### src/rtl/reg_file_mp.sv
// Multi-read-port register file with power-up clear sweep, optional write bypass and pending-write scoreboard.
// Reads take 1 cycle and are registered. There is no backpressure: requests are dropped until ready is high.
module reg_file_mp #(
  parameter int WORD_WIDTH = 32,
  parameter int ADDR_WIDTH = 5,
  parameter int NREAD      = 2,
  parameter int BYPASS     = 1,
  parameter int ZERO_REG   = 1
) (
  input  logic                          clk,
  input  logic                          rst_n,
  output logic                          ready,
  input  logic                          w_en,
  input  logic [ADDR_WIDTH-1:0]         wa,
  input  logic [WORD_WIDTH-1:0]         wd,
  input  logic                          mark_en,
  input  logic [ADDR_WIDTH-1:0]         mark_addr,
  input  logic [NREAD*ADDR_WIDTH-1:0]   ra,
  output logic [NREAD*WORD_WIDTH-1:0]   rd,
  output logic [NREAD-1:0]              rd_busy
);

  localparam int NREGS = 1 << ADDR_WIDTH;
  localparam logic [ADDR_WIDTH:0] CLR_LAST = (ADDR_WIDTH+1)'(NREGS - 1);

  typedef enum logic {CLEAR, RUN} state_t;

  state_t                      state;
  logic [ADDR_WIDTH:0]         clr_ptr;
  logic [WORD_WIDTH-1:0]       regs [NREGS];
  logic [NREGS-1:0]            busy;
  logic [NREGS-1:0]            busy_next;
  logic [NREAD*WORD_WIDTH-1:0] rd_next;
  logic [NREAD-1:0]            rd_busy_next;
  logic                        wr_ok;

  // Register 0 is hardwired when ZERO_REG is set, so writes to it are discarded.
  assign wr_ok = w_en && !((ZERO_REG != 0) && (wa == '0));

  always_comb begin
    busy_next = busy;
    if (w_en) busy_next[wa] = 1'b0;
    if (mark_en) busy_next[mark_addr] = 1'b1;
    if (ZERO_REG != 0) busy_next[0] = 1'b0;
  end

  always_comb begin
    rd_next      = '0;
    rd_busy_next = '0;
    for (int i = 0; i < NREAD; i++) begin
      if ((ZERO_REG != 0) && (ra[i*ADDR_WIDTH +: ADDR_WIDTH] == '0))
        rd_next[i*WORD_WIDTH +: WORD_WIDTH] = '0;
      else if ((BYPASS != 0) && w_en && (wa == ra[i*ADDR_WIDTH +: ADDR_WIDTH]))
        rd_next[i*WORD_WIDTH +: WORD_WIDTH] = wd;
      else
        rd_next[i*WORD_WIDTH +: WORD_WIDTH] = regs[ra[i*ADDR_WIDTH +: ADDR_WIDTH]];
      rd_busy_next[i] = busy_next[ra[i*ADDR_WIDTH +: ADDR_WIDTH]];
    end
  end

  // The array has no reset; the CLEAR sweep zeroes one entry per cycle instead.
  always_ff @(posedge clk) begin
    if (state == CLEAR)
      regs[clr_ptr[ADDR_WIDTH-1:0]] <= '0;
    else if (wr_ok)
      regs[wa] <= wd;
  end

  always_ff @(posedge clk or negedge rst_n) begin
    if (!rst_n) begin
      state   <= CLEAR;
      clr_ptr <= '0;
      ready   <= 1'b0;
      rd      <= '0;
      rd_busy <= '0;
      busy    <= '0;
    end else begin
      case (state)
        CLEAR: begin
          clr_ptr <= clr_ptr + 1'b1;
          rd      <= '0;
          rd_busy <= '0;
          if (clr_ptr == CLR_LAST) begin
            state <= RUN;
            ready <= 1'b1;
          end
        end
        RUN: begin
          busy    <= busy_next;
          rd      <= rd_next;
          rd_busy <= rd_busy_next;
        end
        default: state <= CLEAR;
      endcase
    end
  end

endmodule

### config.mk
export PLATFORM = sky130hd
export DESIGN_NAME = reg_file_mp
export DESIGN_NICKNAME = d
export VERILOG_FILES = /design/src/rtl/reg_file_mp.sv
export SDC_FILE = /design/constraint.sdc
export NUM_CORES = 2
export LEC_CHECK = 0
export BUFFER_PORTS_ARGS = -buffer_cell sky130_fd_sc_hd__buf_2
export CORE_MARGIN = 3
export CORE_UTILIZATION = 45
export CTS_CLUSTER_DIAMETER = 80
export DETAILED_ROUTE_END_ITERATION = 10
export HOLD_SLACK_MARGIN = 0.03
export SLEW_MARGIN = 30
export SYNTH_ARGS = -nofsm -noshare
export SYNTH_HDL_FRONTEND = slang
export SYNTH_SLANG_ARGS = --single-unit
### constraint.sdc
create_clock -name clk -period 3.45 [get_ports clk]
set_input_delay 0.8625 -clock clk [delete_from_list [all_inputs] [get_ports clk]]
set_output_delay 0.8625 -clock clk [all_outputs]
set_load 0.03 [all_outputs]
==> results.yml <==
synthesis:
  synth_xor_area_frac: 0.00251
  synth_top_cell_by_area: "edfxtp_1"
  synthMuxAreaShare: 0.293
  synthTopCellsByCount: "edfxtp_1, mux4_2, nor2_1, dfrtp_1, clkbuf_1"
  synth_edf_count: 1024
  syn_nets: 2586
  synthAdderAreaFrac: 0.000240
  yosysMostFrequentCell: "edfxtp_1"
  ys_seq_area_frac: 0.639
  synth-simple-area-share: 0.0237
  synth_top_family_by_area: "multiplexers"
  netlist_area_um2: 52200
  synth_compound_area_frac: 0.0252
  synth_area_leaders: "edfxtp_1, mux4_2, dfrtp_1"
  synth-seq-cells: 1129
  synth_cells: 2529
  async_flop_share: 0.0930
  synthDistinctLibCells: 60
  synth_flop_cell: "edfxtp_1"
  yosys.area.top_type_share: 0.589
  synth.avg_cell_area_um2: 20.7
  ys_warn_count: 0
layout:
  nets: 2860
  area_growth_pct: 17.7
  final.fill_count: 8713
  n_antenna_cell: 0
  final_util: 0.536
  drive_gt1_frac: 0.427
  stdcell_area_um2: 61500
placement:
  gp_congestion: 0.856
  hpwl_um: 93900
  placed_area_um2: 57400
  io_buffer_count: 122
pwr:
  ir_drop_uv: 425
  finalPower_mw: 31.4
  powerDensity_nw_per_um2: 511
  power.leakage_nw: 21.6
sta:
  fmax_mhz: 329
  fin_crit_sh: 0.882
  worst_pin_slew_ns: 0.991
  rsz0062_at_grt: "false"
  clock_skew_ns: 0.0271
  slew_violations: 0
  min_period_ns: 3.04
  final-setup-viol-count: 0
  fin_setup_tns_ns: 0
  hold_viol: 0
  relSlewSlack: 0.339
floorplan:
  fp.dieArea_um2: 120000
  die_w_um: 347
  rows: 124
  dieHeight_um: 347
  coreArea_um2: 115000
  initial_utilization: 0.455
  io_pins: 123
critical_path:
  cp_max_fo: 13
  cp_top_family: "simple AND/OR/NAND/NOR gates"
  r2r-end: "regs[22][28]$_DFFE_PP_"
  critPathBufInv: 3
  r2r_setup_slack_ns: 0.82
  cp-startpoint: "wa[2]"
  path_cells: "buf_2 -> or3_1 -> o311ai_1 -> buf_4 -> mux2i_1 -> nand2_1 -> nor2_4 -> buf_12"
  reg2regPathDepth: 6
  arrival_ns: 3.44
  r2r_start: "state$_DFF_PN0_"
  crit_required_ns: 3.84
  crit_type: "in2reg"
  worst_setup_path_end_kind: "flop"
  setup.worst_path.start_class: "primary input"
  critPathSlowestCell: "mux2i_1"
  cpPeakStageDelay_ns: 0.46
cts:
  post_cts_buffers: 0
  numCtsBuffers: 119
  cts_max_level: 3
  cts_tree: "yes"
  cts.repair.resized: 0
  cts_root_buffer: "clkbuf_16"
  clkSinkCount: 1129
  cts_hold_buf: 0
  clkLatencyLatePin_ns: 0.71
  clk_pin_slew_ns: 0.06
  clockBufferDepth: 3
route:
  drc: 0
  ant_nets: 0
  via_per_inst: 6.66
  first_iter_violations: 3612
  routedWlPerCell_um: 35.4
  vias: 29400
  wirelength_um: 156000
  drtPass1Iterations: 6
status:
  status: "completed"
job:
  drv_cap: 0
global_routing:
  grt_pass1_vias: 30200
  grt_pass1_wl_um: 224000
  grt_max_degree: 60
  antenna_found_initial: 1
  track_usage: 0.262
  grt.overflow.total: 0
min_path:
  min_path_type: "in2async"
[state kept, by name (all words and copies together) (netlist names)]
register / count
regs: 1024
rd: 64
busy: 31
clr_ptr: 6
rd_busy: 2
ready: 1
state: 1
[area by class of cell]
class / instances / area [um^2] / area share
clock inverters: 85 / 973 / 0.0158
clock buffers: 142 / 3160 / 0.0514
flip-flops and latches: 1129 / 33400 / 0.543
well taps: 1512 / 1890 / 0.0308
repair buffers: 351 / 3770 / 0.0613
multi-input cells: 1196 / 18300 / 0.298
inverters: 6 / 23.8 / 0.000387
[per-layer routing]
layer  vias to the layer above  share of wire  global-route usage
li1                      11500              -                   -
met4                         0          0.026              0.0723
met3                       240          0.095              0.0501
met1                     16000           0.40               0.382
met5                         -              0                   0
met2                      1639           0.48               0.408
[where the power goes]
group | internal (mW) | leakage, nW | switching [mW]
registers | 15.1 | 12.0 | 0.0549
clock network | 7.98 | 2.00 | 5.53
logic | 1.16 | 7.68 | 1.60
[cell usage in the layout (no fill, tap or decap), drive strengths merged, types with 3 or more instances in the layout]
master    netlist  layout
edfxtp       1024    1024
mux4          647     647
buf            94     351
clkbuf        104     142
nor2          126     126
dfrtp         105     105
o21ai          92      92
mux2i          67      67
a211oi         64      64
clkinv          2      45
and2           34      34
nand2          27      27
bufinv          0      19
inv             4      16
nand3b         13      13
a21oi          12      12
nand3          12      12
o21a           11      11
clkinvlp        0      11
xor2            9       9
nand2b          8       8
or3b            7       7
xnor2           6       6
mux2            5       5
or2             5       5
o211ai          4       4
nor2b           4       4
and3            4       4
nor4            3       3
o22ai           3       3
or3             3       3
a31oi           3       3
[worst reg2reg max path, delay by kind of cell (launching register included)]
family / cells / cell delay (ns)
AOI/OAI and AO/OA: 1 / 0.19
muxes: 1 / 0.46
buffers and inverters: 2 / 0.45
DFF: 1 / 0.50
and+or+nand+nor: 2 / 0.71
[cell families after synthesis]
logic type,Yosys count
fa+ha+maj,1
buf+inv,204
flops,1129
compound gates,207
xor+xnor,15
simple gates,254
mux,719
[worst max-delay path by stage]
stage,slack (ns),end,cells after the start
floorplan,-0.50,regs[12][0]$_DFFE_PP_,7
global placement,-0.20,regs[19][18]$_DFFE_PP_,8
detailed placement,-0.21,regs[18][18]$_DFFE_PP_,8
CTS,0.54,regs[18][28]$_DFFE_PP_,8
global route,0.37,regs[19][28]$_DFFE_PP_,8
finish,0.41,regs[22][28]$_DFFE_PP_,8
[through the flow]
| step | hold WS (ns) | setup slack (ns) | instances |
|---|---|---|---|
| after global routing | 0.218 | 0.367 | 4421 |
| after detailed placement | 0.456 | -0.210 | 4194 |
| after CTS | 0.180 | 0.536 | 4421 |
| after floorplan | 0.443 | -0.501 | 2529 |
| after global placement | 0.448 | -0.197 | 4194 |
| final | 0.180 | 0.406 | 4421 |
Power figures use the tool's default switching activity.
